File: src/rtl/spi_pkg.sv
`default_nettype none
// ============================================================================
// Module      : spi_pkg
// Description : Shared types and constants for the SPI master slice:
//               FSM state encoding, data word width and SCL edges per word.
// Revision    : 1.0 - initial release
// ============================================================================
package spi_pkg;

    localparam int SPI_DATA_W = 8;
    localparam int SPI_EDGES  = 2 * SPI_DATA_W;

    typedef enum logic [2:0] {
        IDLE  = 3'd0,
        SETUP = 3'd1,
        SHIFT = 3'd2,
        HOLD  = 3'd3,
        GAP   = 3'd4
    } spi_master_state_t;

endpackage
`default_nettype wire

File: src/rtl/spi_clk_gen.sv
`default_nettype none
// ============================================================================
// Module      : spi_clk_gen
// Description : SCL half-period timer. Counts 0..CLK_DIV-1 and flags the
//               final count as a one-cycle tick. clr restarts the count so
//               that every FSM state begins a fresh half-period.
// Revision    : 1.0 - initial release
// ============================================================================
module spi_clk_gen #(
    parameter int CLK_DIV = 4
) (
    input  logic clk,
    input  logic rst,
    input  logic clr,
    output logic tick
);

    localparam int CW = (CLK_DIV > 1) ? $clog2(CLK_DIV) : 1;
    localparam logic [CW-1:0] LAST = CW'((CLK_DIV > 0) ? CLK_DIV - 1 : 0);

    generate
        if (CLK_DIV < 1) begin : g_bad_clk_div
            $error("spi_clk_gen: CLK_DIV must be at least 1");
        end
    endgenerate

    logic [CW-1:0] cnt;

    // Free-running half-period counter, restarted on clear or at wrap.
    always_ff @(posedge clk) begin
        if (rst || clr) begin
            cnt <= '0;
        end else if (cnt == LAST) begin
            cnt <= '0;
        end else begin
            cnt <= cnt + CW'(1);
        end
    end

    assign tick = (cnt == LAST);

endmodule
`default_nettype wire

File: src/rtl/spi_master.sv
`default_nettype none
// ============================================================================
// Module      : spi_master
// Description : Single-clock SPI master. Takes bytes on a valid/ready port,
//               shifts them MSB-first on MOSI while capturing MISO, frames
//               each transfer with CS_n and returns the received byte with a
//               one-cycle rx_valid pulse. CPOL/CPHA select the SPI mode.
//               Optional build macro: SPI_MASTER_BURST_EN - accepts the next
//               byte in the last HOLD cycle and continues under the same
//               CS_n assertion without SETUP/GAP.
// Revision    : 1.0 - initial release
// ============================================================================
module spi_master
    import spi_pkg::*;
#(
    parameter int CPOL    = 0,
    parameter int CPHA    = 0,
    parameter int CLK_DIV = 4
) (
    input  logic                  clk,
    input  logic                  rst,
    input  logic [SPI_DATA_W-1:0] tx_data,
    input  logic                  tx_valid,
    output logic                  tx_ready,
    output logic [SPI_DATA_W-1:0] rx_data,
    output logic                  rx_valid,
    output logic                  busy,
    output logic                  SCL,
    output logic                  CS_n,
    output logic                  MOSI,
    input  logic                  MISO
);

    localparam logic SCL_IDLE    = (CPOL != 0);
    // Sampling happens on the leading SCL edge in mode CPHA=0.
    localparam logic LEAD_SAMPLE = (CPHA == 0);
    localparam int   EW          = $clog2(SPI_EDGES);
    localparam logic [EW-1:0] LAST_EDGE = EW'(SPI_EDGES - 1);

    generate
        if (CLK_DIV < 1) begin : g_bad_clk_div
            $error("spi_master: CLK_DIV must be at least 1");
        end
    endgenerate

    spi_master_state_t     state;
    spi_master_state_t     state_nxt;
    logic                  tick;
    logic                  clr;
    logic [EW-1:0]         edge_cnt;
    logic [EW-1:0]         edge_nxt;
    logic [SPI_DATA_W-1:0] tx_sr;
    logic [SPI_DATA_W-1:0] tx_sr_nxt;
    logic [SPI_DATA_W-1:0] rx_sr;
    logic [SPI_DATA_W-1:0] rx_sr_nxt;
    logic [SPI_DATA_W-1:0] rx_data_nxt;
    logic                  scl_nxt;
    logic                  cs_n_nxt;
    logic                  mosi_nxt;
    logic                  rx_valid_nxt;
    logic                  tx_ready_nxt;
    logic                  busy_nxt;
    logic                  load;
    logic                  leading;
    logic                  hold_ready;

    // Every state change restarts the half-period timer.
    assign clr = (state_nxt != state);

    spi_clk_gen #(
        .CLK_DIV (CLK_DIV)
    ) u_clk_gen (
        .clk  (clk),
        .rst  (rst),
        .clr  (clr),
        .tick (tick)
    );

`ifdef SPI_MASTER_BURST_EN
    localparam int HW = (CLK_DIV > 1) ? $clog2(CLK_DIV) : 1;
    localparam logic [HW-1:0] HOLD_PRE = HW'((CLK_DIV > 1) ? CLK_DIV - 2 : 0);

    logic [HW-1:0] hold_cnt;

    // Cycles spent in HOLD, used to raise tx_ready for its final cycle.
    always_ff @(posedge clk) begin
        if (rst || (state != HOLD)) begin
            hold_cnt <= '0;
        end else begin
            hold_cnt <= hold_cnt + HW'(1);
        end
    end

    // The upcoming cycle is the last of HOLD: either HOLD is one cycle long
    // and is being entered now, or the count is one short of the tick.
    assign hold_ready = (state_nxt == HOLD) &&
                        ((state != HOLD) ? (CLK_DIV == 1) : (hold_cnt == HOLD_PRE));
`else
    assign hold_ready = 1'b0;
`endif

    // Next-state and next-output decode; every register is fed from here.
    always_comb begin
        state_nxt    = state;
        scl_nxt      = SCL;
        cs_n_nxt     = CS_n;
        mosi_nxt     = MOSI;
        tx_sr_nxt    = tx_sr;
        rx_sr_nxt    = rx_sr;
        rx_data_nxt  = rx_data;
        rx_valid_nxt = 1'b0;
        edge_nxt     = edge_cnt;
        load         = 1'b0;
        leading      = 1'b0;

        case (state)
            IDLE: begin
                scl_nxt  = SCL_IDLE;
                cs_n_nxt = 1'b1;
                if (tx_valid && tx_ready) begin
                    load      = 1'b1;
                    state_nxt = SETUP;
                end
            end

            SETUP: begin
                if (tick) begin
                    edge_nxt  = '0;
                    state_nxt = SHIFT;
                end
            end

            SHIFT: begin
                if (tick) begin
                    scl_nxt  = ~SCL;
                    edge_nxt = edge_cnt + EW'(1);
                    // Toggles 1,3,..,15 are leading; edge_cnt counts toggles done.
                    leading  = ~edge_cnt[0];
                    if (leading == LEAD_SAMPLE) begin
                        rx_sr_nxt = {rx_sr[SPI_DATA_W-2:0], MISO};
                    end else if (!(LEAD_SAMPLE && (edge_cnt == LAST_EDGE))) begin
                        // In CPHA=0 the final trailing edge has no bit left to present.
                        mosi_nxt  = tx_sr[SPI_DATA_W-1];
                        tx_sr_nxt = {tx_sr[SPI_DATA_W-2:0], 1'b0};
                    end
                    if (edge_cnt == LAST_EDGE) begin
                        state_nxt = HOLD;
                    end
                end
            end

            HOLD: begin
                if (tick) begin
                    rx_data_nxt  = rx_sr;
                    rx_valid_nxt = 1'b1;
`ifdef SPI_MASTER_BURST_EN
                    if (tx_valid && tx_ready) begin
                        load      = 1'b1;
                        state_nxt = SHIFT;
                    end else begin
                        cs_n_nxt  = 1'b1;
                        state_nxt = GAP;
                    end
`else
                    cs_n_nxt  = 1'b1;
                    state_nxt = GAP;
`endif
                end
            end

            GAP: begin
                if (tick) begin
                    state_nxt = IDLE;
                end
            end

            default: begin
                state_nxt = IDLE;
            end
        endcase

        // Accepting a byte: capture it whole so later tx_data changes are inert.
        if (load) begin
            cs_n_nxt = 1'b0;
            edge_nxt = '0;
            if (LEAD_SAMPLE) begin
                mosi_nxt  = tx_data[SPI_DATA_W-1];
                tx_sr_nxt = {tx_data[SPI_DATA_W-2:0], 1'b0};
            end else begin
                tx_sr_nxt = tx_data;
            end
        end

        busy_nxt     = (state_nxt != IDLE);
        tx_ready_nxt = (state_nxt == IDLE) || hold_ready;
    end

    // FSM state register.
    always_ff @(posedge clk) begin
        if (rst) begin
            state <= IDLE;
        end else begin
            state <= state_nxt;
        end
    end

    // Registered outputs and shift datapath.
    always_ff @(posedge clk) begin
        if (rst) begin
            SCL      <= SCL_IDLE;
            CS_n     <= 1'b1;
            MOSI     <= 1'b0;
            tx_ready <= 1'b0;
            rx_valid <= 1'b0;
            rx_data  <= '0;
            busy     <= 1'b0;
            tx_sr    <= '0;
            rx_sr    <= '0;
            edge_cnt <= '0;
        end else begin
            SCL      <= scl_nxt;
            CS_n     <= cs_n_nxt;
            MOSI     <= mosi_nxt;
            tx_ready <= tx_ready_nxt;
            rx_valid <= rx_valid_nxt;
            rx_data  <= rx_data_nxt;
            busy     <= busy_nxt;
            tx_sr    <= tx_sr_nxt;
            rx_sr    <= rx_sr_nxt;
            edge_cnt <= edge_nxt;
        end
    end

endmodule
`default_nettype wire

File: config.mk
export PLATFORM = sky130hd
export DESIGN_NAME = spi_master
export DESIGN_NICKNAME = d
export VERILOG_FILES = /design/src/rtl/spi_pkg.sv /design/src/rtl/spi_clk_gen.sv /design/src/rtl/spi_master.sv
export SDC_FILE = /design/constraint.sdc
export NUM_CORES = 1
export LEC_CHECK = 0
export CAP_MARGIN = 10
export CORE_AREA = 4 4 74 76
export DETAILED_ROUTE_END_ITERATION = 10
export DIE_AREA = 0 0 78 80
export PLACE_DENSITY_LB_ADDON = 0.25
export SLEW_MARGIN = 15
export SYNTH_ARGS = -nofsm -noshare
export SYNTH_HDL_FRONTEND = slang
export SYNTH_SLANG_ARGS = --single-unit
File: constraint.sdc
create_clock -name clk -period 1.69 [get_ports clk]
set_input_delay 0.2535 -clock clk [delete_from_list [all_inputs] [get_ports clk]]
set_output_delay 0.2535 -clock clk [all_outputs]
set_load 0.005 [all_outputs]
==> Word-level counts from Yosys, hierarchy flattened <==
Index checks and enable logic that the tools add are counted.
Widths: inputs -> output; s select.
{ "totals": {"regBits": 38, "inputBits": 12, "output_inout_bits": 14, "wordCells": 76} }
{ "classes": {"n_addsub": 2, "eq_ne": 11, "n_mux": 28, "bitwise_logic": 3, "n_reduce_logical": 20} }
{ "op_table": {"columns": ["operator", "count"], "rows": [
  ["$mux 8", 5],
  ["$mux 3", 6],
  ["$pmux 3 s5", 1],
  ["$mux 1", 11],
  ["$reduce_bool 2->1", 5],
  ["$mux 4", 2],
  ["$pmux 4 s2", 1],
  ["$eq 3x2->1 const B", 2],
  ["$logic_not 3->1", 2],
  ["$ne 2x2->1 const B", 3],
  ["$reduce_and 2->1", 3],
  ["$reduce_and 3->1", 2],
  ["$reduce_bool 3->1", 2],
  ["$reduce_or 2->1", 3],
  ["$add 4x1->4 const B", 1],
  ["$eq 4x4->1 const B", 1],
  ["$pmux 1 s2", 2],
  ["$reduce_and 4->1", 1],
  ["$eq 3x1->1 const B", 1],
  ["$eq 3x3->1 const B", 1],
  ["$ne 3x3->1", 1],
  ["$ne 3x3->1 const B", 1],
  ["$not 1->1", 3],
  ["$add 2x1->2 const B", 1],
  ["3 further kinds", 3]
]} }

==> Longest topological paths before layout <==
Gate-level depths: netlist of run 1.
{ "depth": {"ltp_word": 7, "mapped_depth": 8, "mapped_depth_nobuf": 5} }

==> By module <==
A second synthesis of run 1 with hierarchy kept.
{ "unflattened": {"cells_unflattened": 178, "area_unflattened_um2": 1681.6} }
{ "modules_own_cells": {"columns": ["module", "n_inst", "cells_each", "area_each_um2", "seq_area_each_um2"], "rows": [
  ["spi_master", 1, 173, 1601.5, 720.7],
  ["spi_clk_gen", 1, 5, 80.1, 40.0]
]} }

==> Least setup slack after synthesis of run 1 <==
OpenSTA, ideal clock, no wires.
{ "synth_timing": {"kind": "flip-flop to flip-flop", "from": "reg u_clk_gen.cnt[0]", "to": "reg rx_sr[0]", "setup_time_ns": 0.128, "arrival_time_ns": 1.399, "required_time_ns": 1.562, "path_slack_ns": 0.163, "path_stages_with_launch": 9, "path_buffers": 3, "period_less_slack_ns": 1.527, "path_cell_list": "dfxtp_1 ha_1 buf_2 and4bb_1 buf_6 and2b_1 buf_6 mux2i_1 nor2_1"} }
{ "synth_between": {"elab_chain_cells": 2} }
{ "synth_lines": {"columns": ["item", "line_no", "text"], "rows": [
  ["start: declaration", "spi_clk_gen.sv:27", "logic [CW-1:0] cnt;"],
  ["start signal: assignment", "spi_clk_gen.sv:36", "cnt <= cnt + CW'(1);"],
  ["$eq 2x2->1", "spi_clk_gen.sv:40", "assign tick = (cnt == LAST);"],
  ["via tick", "spi_master.sv:48", "logic tick;"],
  ["$reduce_and 3->1 (no line)", null, null],
  ["end signal: assignment", "spi_master.sv:229", "rx_sr <= rx_sr_nxt;"],
  ["end: declaration", "spi_master.sv:54", "logic [SPI_DATA_W-1:0] rx_sr;"]
]} }
The timed path passes the listed nets, and every way through them passes these cells.
A chain may end at the register's enable or synchronous reset.

==> Final worst setup path of run 1 <==
{ "layout_timing": {"from": "reg u_clk_gen.cnt[0]", "to": "reg edge_cnt[3]"} }
{ "layout_between": {"elab_chain_cells": 3, "elab_cells_between_ends": 4, "classes_between": "eq/ne (3); reduce/logical (1)"} }
{ "layout_lines": {"columns": ["item", "line_no", "text"], "rows": [
  ["$eq 2x2->1 (*)", "spi_clk_gen.sv:40", null],
  ["via tick", "spi_master.sv:48", null],
  ["$ne 2x2->1 (no line)", null, null],
  ["$reduce_and 3->1 (no line) (*)", null, null],
  ["end signal: assignment", "spi_master.sv:230", "edge_cnt <= edge_nxt;"],
  ["end: declaration", "spi_master.sv:50", "logic [EW-1:0] edge_cnt;"]
]} }
Mark *: on every way through the listed nets, which the timed path passes. The rest lies on a longest branch.

==> reports/results.tsv, run 1 <==
stage	metric	value	unit
outcome	status	finished, final reports clean	
finish	area_growth	27.39	%
clock_network	insertion_delay	290	ps
floorplanning	core	4723	um^2
yosys	yosys.area_share.adder	1.606	%
power_and_ir_drop	combPwrFrac	8.7	%
finish	multiInputGateArea	710.7	um^2
critical_path	arrival	1760	ps
detailed_routing	vias_per_cell	4.812	
yosys	ys_types	28	
timing	setup_viol	0	
timing	rsz0062_at_grt	no	
finish	drive_gt1_share	10.88	%
timing	fin_setup_tns	0	ps
floorplanning	dieArea	6240	um^2
clock_network	numCtsBuffers	5	
detailed_routing	ant_nets	0	
finish	final_cells	260	
flow_run	max_cap_viol_count	0	
min_path	hp-class	reg -> reg	
critical_path	crit_cells	5	
timing	min_period	1568	ps
clock_network	clockBufferDepth	2	
critical_path	max_stage_delay	350	ps
clock_network	clock-sinks	38	
critical_path	crit_type	reg -> reg	
floorplanning	die_h	80	um
critical_path	worstRegToRegCells	5	
detailed_routing	drtIter0Drc	46	
detailed_routing	vias	1251	
critical_path	worstPathMaxFanout	7	
detailed_routing	drtPass1Iterations	4	
yosys	synth_fp_nets	178	
critical_path	timing.rr.start	u_clk_gen.cnt[0]	
power_and_ir_drop	p_int	1.337	mW
yosys	syn_inst	164	
detailed_routing	wl_per_cell	12.46	um
critical_path	r2r-end	edge_cnt[3]	
critical_path	end_kind	register	
power_and_ir_drop	p_leak	0.7296	nW
place	globalplace.congestion	0.7739	
floorplanning	die_x	78	um
global_route	grt_pass1_vias	1218	
timing	slew_headroom	68.61	%
place	port_buffers	25	
timing	fin_skew	4.627	ps
global_route	antenna_found_initial	0	
power_and_ir_drop	p_clk_share	37.5	%
global_route	grt_use_total	11.47	%
finish	nets	206	
clock_network	postCtsHoldBufs	0	
critical_path	path_buf_inv	1	
yosys	synth_top_family_by_area	simple AND/OR/NAND/NOR gates	
clock_network	cts_resized	0	
power_and_ir_drop	peakVddDrop	0.0004290	V
clock_network	root_buffer	clkbuf_8	
floorplanning	rows	25	
timing	final_max_slew_viol_count	0	
yosys	avgSynthCellArea	9.498	um^2
yosys	synth_compound_area_share	15.10	%
critical_path	cp_cell_sequence	ha_1 -> and4bb_1 -> buf_4 -> a41oi_1 -> a2111oi_2	
global_route	grt_pass1_wl	5616	um
critical_path	cpMaxStageDelayCell	a2111oi_2	
critical_path	cp.required	1880	ps
finish	ff_latch_area	760.7	um^2
power_and_ir_drop	swShare	23.66	%
critical_path	critPathTopFamily	compound AO/OA/AOI/OAI gates	
yosys	synthMuxAreaShare	9.639	%
place	post-place-cells	252	
global_route	grt_max_degree	38	
yosys	synthArstFlopShare	0	%
clock_network	cts_max_level	2	
clock_network	path_clk_slew	80	ps
finish	diodes	0	
yosys	synth_edf_count	0	
finish	fillers	455	
detailed_routing	wirelength	3239	um
power_and_ir_drop	seq_power_share	53.8	%
yosys	synth-seq-area-share	48.84	%
power_and_ir_drop	powerDensity	882.7	nW/um^2
clock_network	post_cts_buffers	0	
critical_path	crit_end	edge_cnt[3]	
power_and_ir_drop	power.switching	414.4	uW
timing	maxClockFrequency	0.6376	GHz
yosys	ys_ff_latch	38	
place	place_hpwl	2261	um
global_route	overflow	0	
detailed_routing	post-route-drc-count	0	
floorplanning	start_util	32.98	%
yosys	syn_area	1558	um^2
floorplanning	io_pins	26	
timing	finalHoldViolCount	0	
critical_path	reg2reg_slack	120	ps
critical_path	startpoint	u_clk_gen.cnt[0]	
yosys	synth_xor_area_share	1.124	%
yosys	yosysWarnings	0	
critical_path	startpoint_type	register	
clock_network	cts_tree	yes	
timing	period_share	92.80	%
timing	tightest_slew	469.4	ps
yosys	synthSimpleGateAreaFrac	18.15	%
yosys	yosys_most_used_dff	dfxtp_1	
[metal layers]
layer | vias up | track usage (%) | share of wire (%)
li1 | 637 | - | -
met1 | 571 | 13.86 | 45
met2 | 32 | 17.72 | 46
met3 | 11 | 4.740 | 6.3
met4 | 0 | 5.245 | 2.4
met5 | - | 0 | 0
[sequential cells by signal, indices dropped and copies added (netlist names)]
name           flops
rx_valid           1
rx_data            8
CS_n               1
tx_sr              7
MOSI               1
rx_sr              8
SCL                1
tx_ready           1
edge_cnt           4
state              3
busy               1
u_clk_gen.cnt      2
[Yosys cell counts (2+ instances only)]
master | count | area [um^2]
dfxtp_1 | 38 | 760.7
nand2_1 | 18 | 67.56
nor2_1 | 18 | 67.56
a21oi_1 | 16 | 80.08
mux2i_1 | 15 | 150.1
a211oi_1 | 9 | 67.56
nand3_1 | 7 | 35.03
clkbuf_1 | 5 | 18.77
nor3_1 | 4 | 20.02
and4_1 | 3 | 26.28
buf_2 | 3 | 15.01
buf_6 | 3 | 33.78
inv_1 | 3 | 11.26
o21ai_0 | 3 | 15.01
a2111oi_2 | 2 | 30.03
a41oi_1 | 2 | 17.52
ha_1 | 2 | 25.02
nand4_1 | 2 | 12.51
xor2_1 | 2 | 17.52
[cells by family after synthesis]
group                    after synthesis
AND/OR/NAND/NOR                       57
buffers and inverters                 15
adder cells (fa/ha/maj)                2
multiplexers                          15
flip-flops                            38
AO/OA/AOI/OAI                         35
XOR/XNOR                               2
[worst min-delay path by stage]
stage	cells after the start	start	end	slack, ps
3_5_place_dp	2	rx_data[1]	rx_data[1]	450
6_report	2	rx_data[5]	rx_data[5]	460
3_3_place_gp	2	rx_data[6]	rx_data[6]	440
2_1_floorplan	2	tx_data[0]	tx_sr[1]	390
4_1_cts	2	rx_data[5]	rx_data[5]	460
5_1_grt	2	rx_sr[7]	rx_data[7]	490
[power groups by stage]
stage	Combinational, mW	Sequential [mW]	Clock, mW
2_1_floorplan	0.0852	0.960	0
3_3_place_gp	0.152	0.962	0
3_5_place_dp	0.154	0.963	0
4_1_cts	0.156	0.942	0.671
5_1_grt	0.171	0.946	0.725
6_report	0.153	0.942	0.657
[stage by stage]
stage          utilization, %  total power [mW]  setup WS (ps)  area (um^2)  hold slack (ps)
2_1_floorplan               -             1.045          163.3         1558            394.0
3_3_place_gp            40.00             1.114          234.9         1889            445.0
3_5_place_dp            40.00             1.118          165.1         1889            449.1
4_1_cts                 42.01             1.769          131.8         1984            461.5
5_1_grt                 42.01             1.843          15.93         1984            486.5
6_report                42.01             1.752          121.7         1984            459.2
[area by class of cell]
cell class,count,share of cell area [%]
tap,67,4.224
clock buffer,6,4.161
inverter,3,0.5675
sequential,38,38.34
timing repair buffer,33,16.27
multi-input combinational,111,35.81
clock inverter,2,0.6305
[worst reg2reg max path, cell delays in order, from the launching register on]
cell	delay (ps)
dfxtp_1	340
ha_1	160
and4bb_1	280
buf_4	180
a41oi_1	150
a2111oi_2	350
[layout by cell type, fill, tap and decap left out]
cell / netlist / final
a2111oi_2: 2 / 2
a211oi_1: 9 / 9
a21oi_1: 16 / 16
a22oi_1: 1 / 1
a41oi_1: 2 / 2
and2b_1: 1 / 1
and4_1: 3 / 3
and4b_1: 1 / 1
and4bb_1: 1 / 1
buf_12: 0 / 1
buf_4: 1 / 7
clkbuf_8: 0 / 6
clkdlybuf4s50_1: 0 / 25
clkinv_2: 0 / 1
clkinvlp_4: 0 / 1
dfxtp_1: 38 / 38
ha_1: 2 / 2
inv_1: 3 / 3
mux2i_1: 15 / 15
nand2_1: 18 / 18
nand3_1: 7 / 7
nand3_4: 1 / 1
nand4_1: 2 / 2
nor2_1: 18 / 18
nor2_2: 1 / 1
nor3_1: 4 / 4
o21ai_0: 3 / 3
o21ba_2: 1 / 1
o21bai_1: 1 / 1
xor2_1: 2 / 2
Power figures use the tool's default switching activity.
==> inputs of run 2 (changes only) <==
Clock period 1.69 ns to 1.7 ns, I/O delays scaled along.
==> run 2 against run 1 <==
  * Power shrank 1.3%
  * Die area is the same
  * Sequential power shrank 0.6%
  * Clock power shrank 3%
  * Worst setup slack gained 55 ps
  * Cell count is the same
  * Core utilization is essentially flat
  * Critical path type unchanged
==> reports/results.tsv, run 2 (same netlist as run 1, synthesis figures left out) <==
stage	metric	value	unit
floorplanning	die_h	80	um
finish	area_growth	27.47	%
finish	layout_commonest_cell	dfxtp_1	
flow_run	max_cap_viol_count	0	
timing	final_max_slew_viol_count	0	
clock_network	cts_tree	yes	
critical_path	reg2reg_slack	180	ps
detailed_routing	vias	1241	
detailed_routing	vias_per_cell	4.773	
global_route	grt_max_degree	38	
floorplanning	dieArea	6240	um^2
finish	drive_gt1_share	11.40	%
timing	min_period	1523	ps
finish	diodes	0	
critical_path	startpoint_type	register	
place	placedInstanceArea	1889	um^2
clock_network	post_cts_buffers	0	
timing	setup_viol	0	
timing	tightest_slew	429.9	ps
clock_network	insertion_delay	290	ps
outcome	status	finished, final reports clean	
clock_network	clock-sinks	38	
global_route	antenna_found_initial	0	
detailed_routing	drtPass1Iterations	4	
global_route	overflow	0	
timing	slew_headroom	71.26	%
critical_path	crit_type	reg -> reg	
floorplanning	start_util	32.98	%
critical_path	worstPathMaxFanout	7	
power_and_ir_drop	powerDensity	871.0	nW/um^2
place	globalplace.congestion	0.7696	
timing	rsz0062_at_grt	no	
critical_path	cp.required	1890	ps
finish	largestRegisters	rx_data (8), rx_sr (8), tx_sr (7)	
min_path	worstHoldPathCells	2	
finish	final_area	1986	um^2
global_route	grt_use_total	11.55	%
timing	maxClockFrequency	0.6566	GHz
place	place_hpwl	2274	um
timing	fin_setup_tns	0	ps
finish	nets	206	
timing	period_share	89.58	%
global_route	grt_pass1_vias	1234	
detailed_routing	ant_nets	0	
global_route	grt_pass1_wl	5775	um
detailed_routing	wl_per_cell	12.57	um
floorplanning	die_x	78	um
timing	fin_skew	3.689	ps
place	port_buffers	25	
critical_path	worstRegToRegCells	5	
clock_network	numCtsBuffers	5	
clock_network	root_buffer	clkbuf_8	
finish	final_cells	260	
timing	finalHoldViolCount	0	
power_and_ir_drop	p_leak	0.7301	nW
detailed_routing	wirelength	3267	um
floorplanning	io_pins	26	
finish	fillers	467	
finish	post-route-util	42.04	%
clock_network	path_clk_slew	70	ps
floorplanning	rows	25	
finish	final_cell_mix	dfxtp_1 (37), clkdlybuf4s50_1 (25), nand2_1 (18), nor2_1 (18), a21oi_1 (16)	
critical_path	end_kind	register	
detailed_routing	drtIter0Drc	59	
min_path	hp-class	reg -> reg	
clock_network	clockBufferDepth	2	
place	post-place-cells	252	
power_and_ir_drop	peakVddDrop	0.0003443	V
floorplanning	core	4723	um^2
clock_network	cts_max_level	2	
critical_path	arrival	1710	ps
detailed_routing	post-route-drc-count	0	
[run 2: final cells by class]
class,instances,area [um^2],area share [%]
sequential,38,762.0,38.37
multi-input combinational,111,710.7,35.79
timing repair buffer,33,322.8,16.26
tap,67,83.83,4.222
clock buffer,6,82.58,4.159
clock inverter,2,12.51,0.6301
inverter,3,11.26,0.5671
[run 2: routing by layer]
metal  vias up  part of all wire (%)  wire length [um]  GRT usage, %
met5         -                     0                 0             0
met4         0                   1.8                59         5.245
met3         5                   5.4               176         3.047
met2        29                    47              1533         19.01
met1       570                    46              1498         14.09
li1        637                     -                 -             -
[run 2: metrics by stage]
step	power, mW	hold WS (ps)	setup slack [ps]
2_1_floorplan	1.039	395.5	173.3
3_3_place_gp	1.108	444.9	245.2
3_5_place_dp	1.110	448.7	160.9
4_1_cts	1.759	457.9	147.6
5_1_grt	1.815	477.4	56.44
6_report	1.729	454.7	177.1
[run 2: path summary, 6_finish.rpt]
| path | startpoint | endpoint |
|---|---|---|
| worst min register to register | rx_data[4] | rx_data[4] |
| worst max-delay path | u_clk_gen.cnt[0] | edge_cnt[3] |
| worst min-delay path | rx_data[4] | rx_data[4] |
| worst max register to register | u_clk_gen.cnt[0] | edge_cnt[3] |
[run 2: critical path: stages (launching register included)]
cell       delay, ps
dfxtp_1          330
ha_1             160
and4bb_1         290
buf_4            180
a41oi_1          140
a2111oi_2        330
[run 2: where the power goes]
| group | internal, mW | switching [mW] | leakage [nW] |
|---|---|---|---|
| Sequential | 0.921 | 0.0152 | 0.309 |
| Clock | 0.326 | 0.315 | 0.0472 |
| Combinational | 0.0828 | 0.0701 | 0.374 |
| Total | 1.33 | 0.400 | 0.730 |
[run 2: repair_timing]
item	in CTS	in global routing
hold buffers	0	0
resized for setup	0	1
setup endpoints to repair	0	1
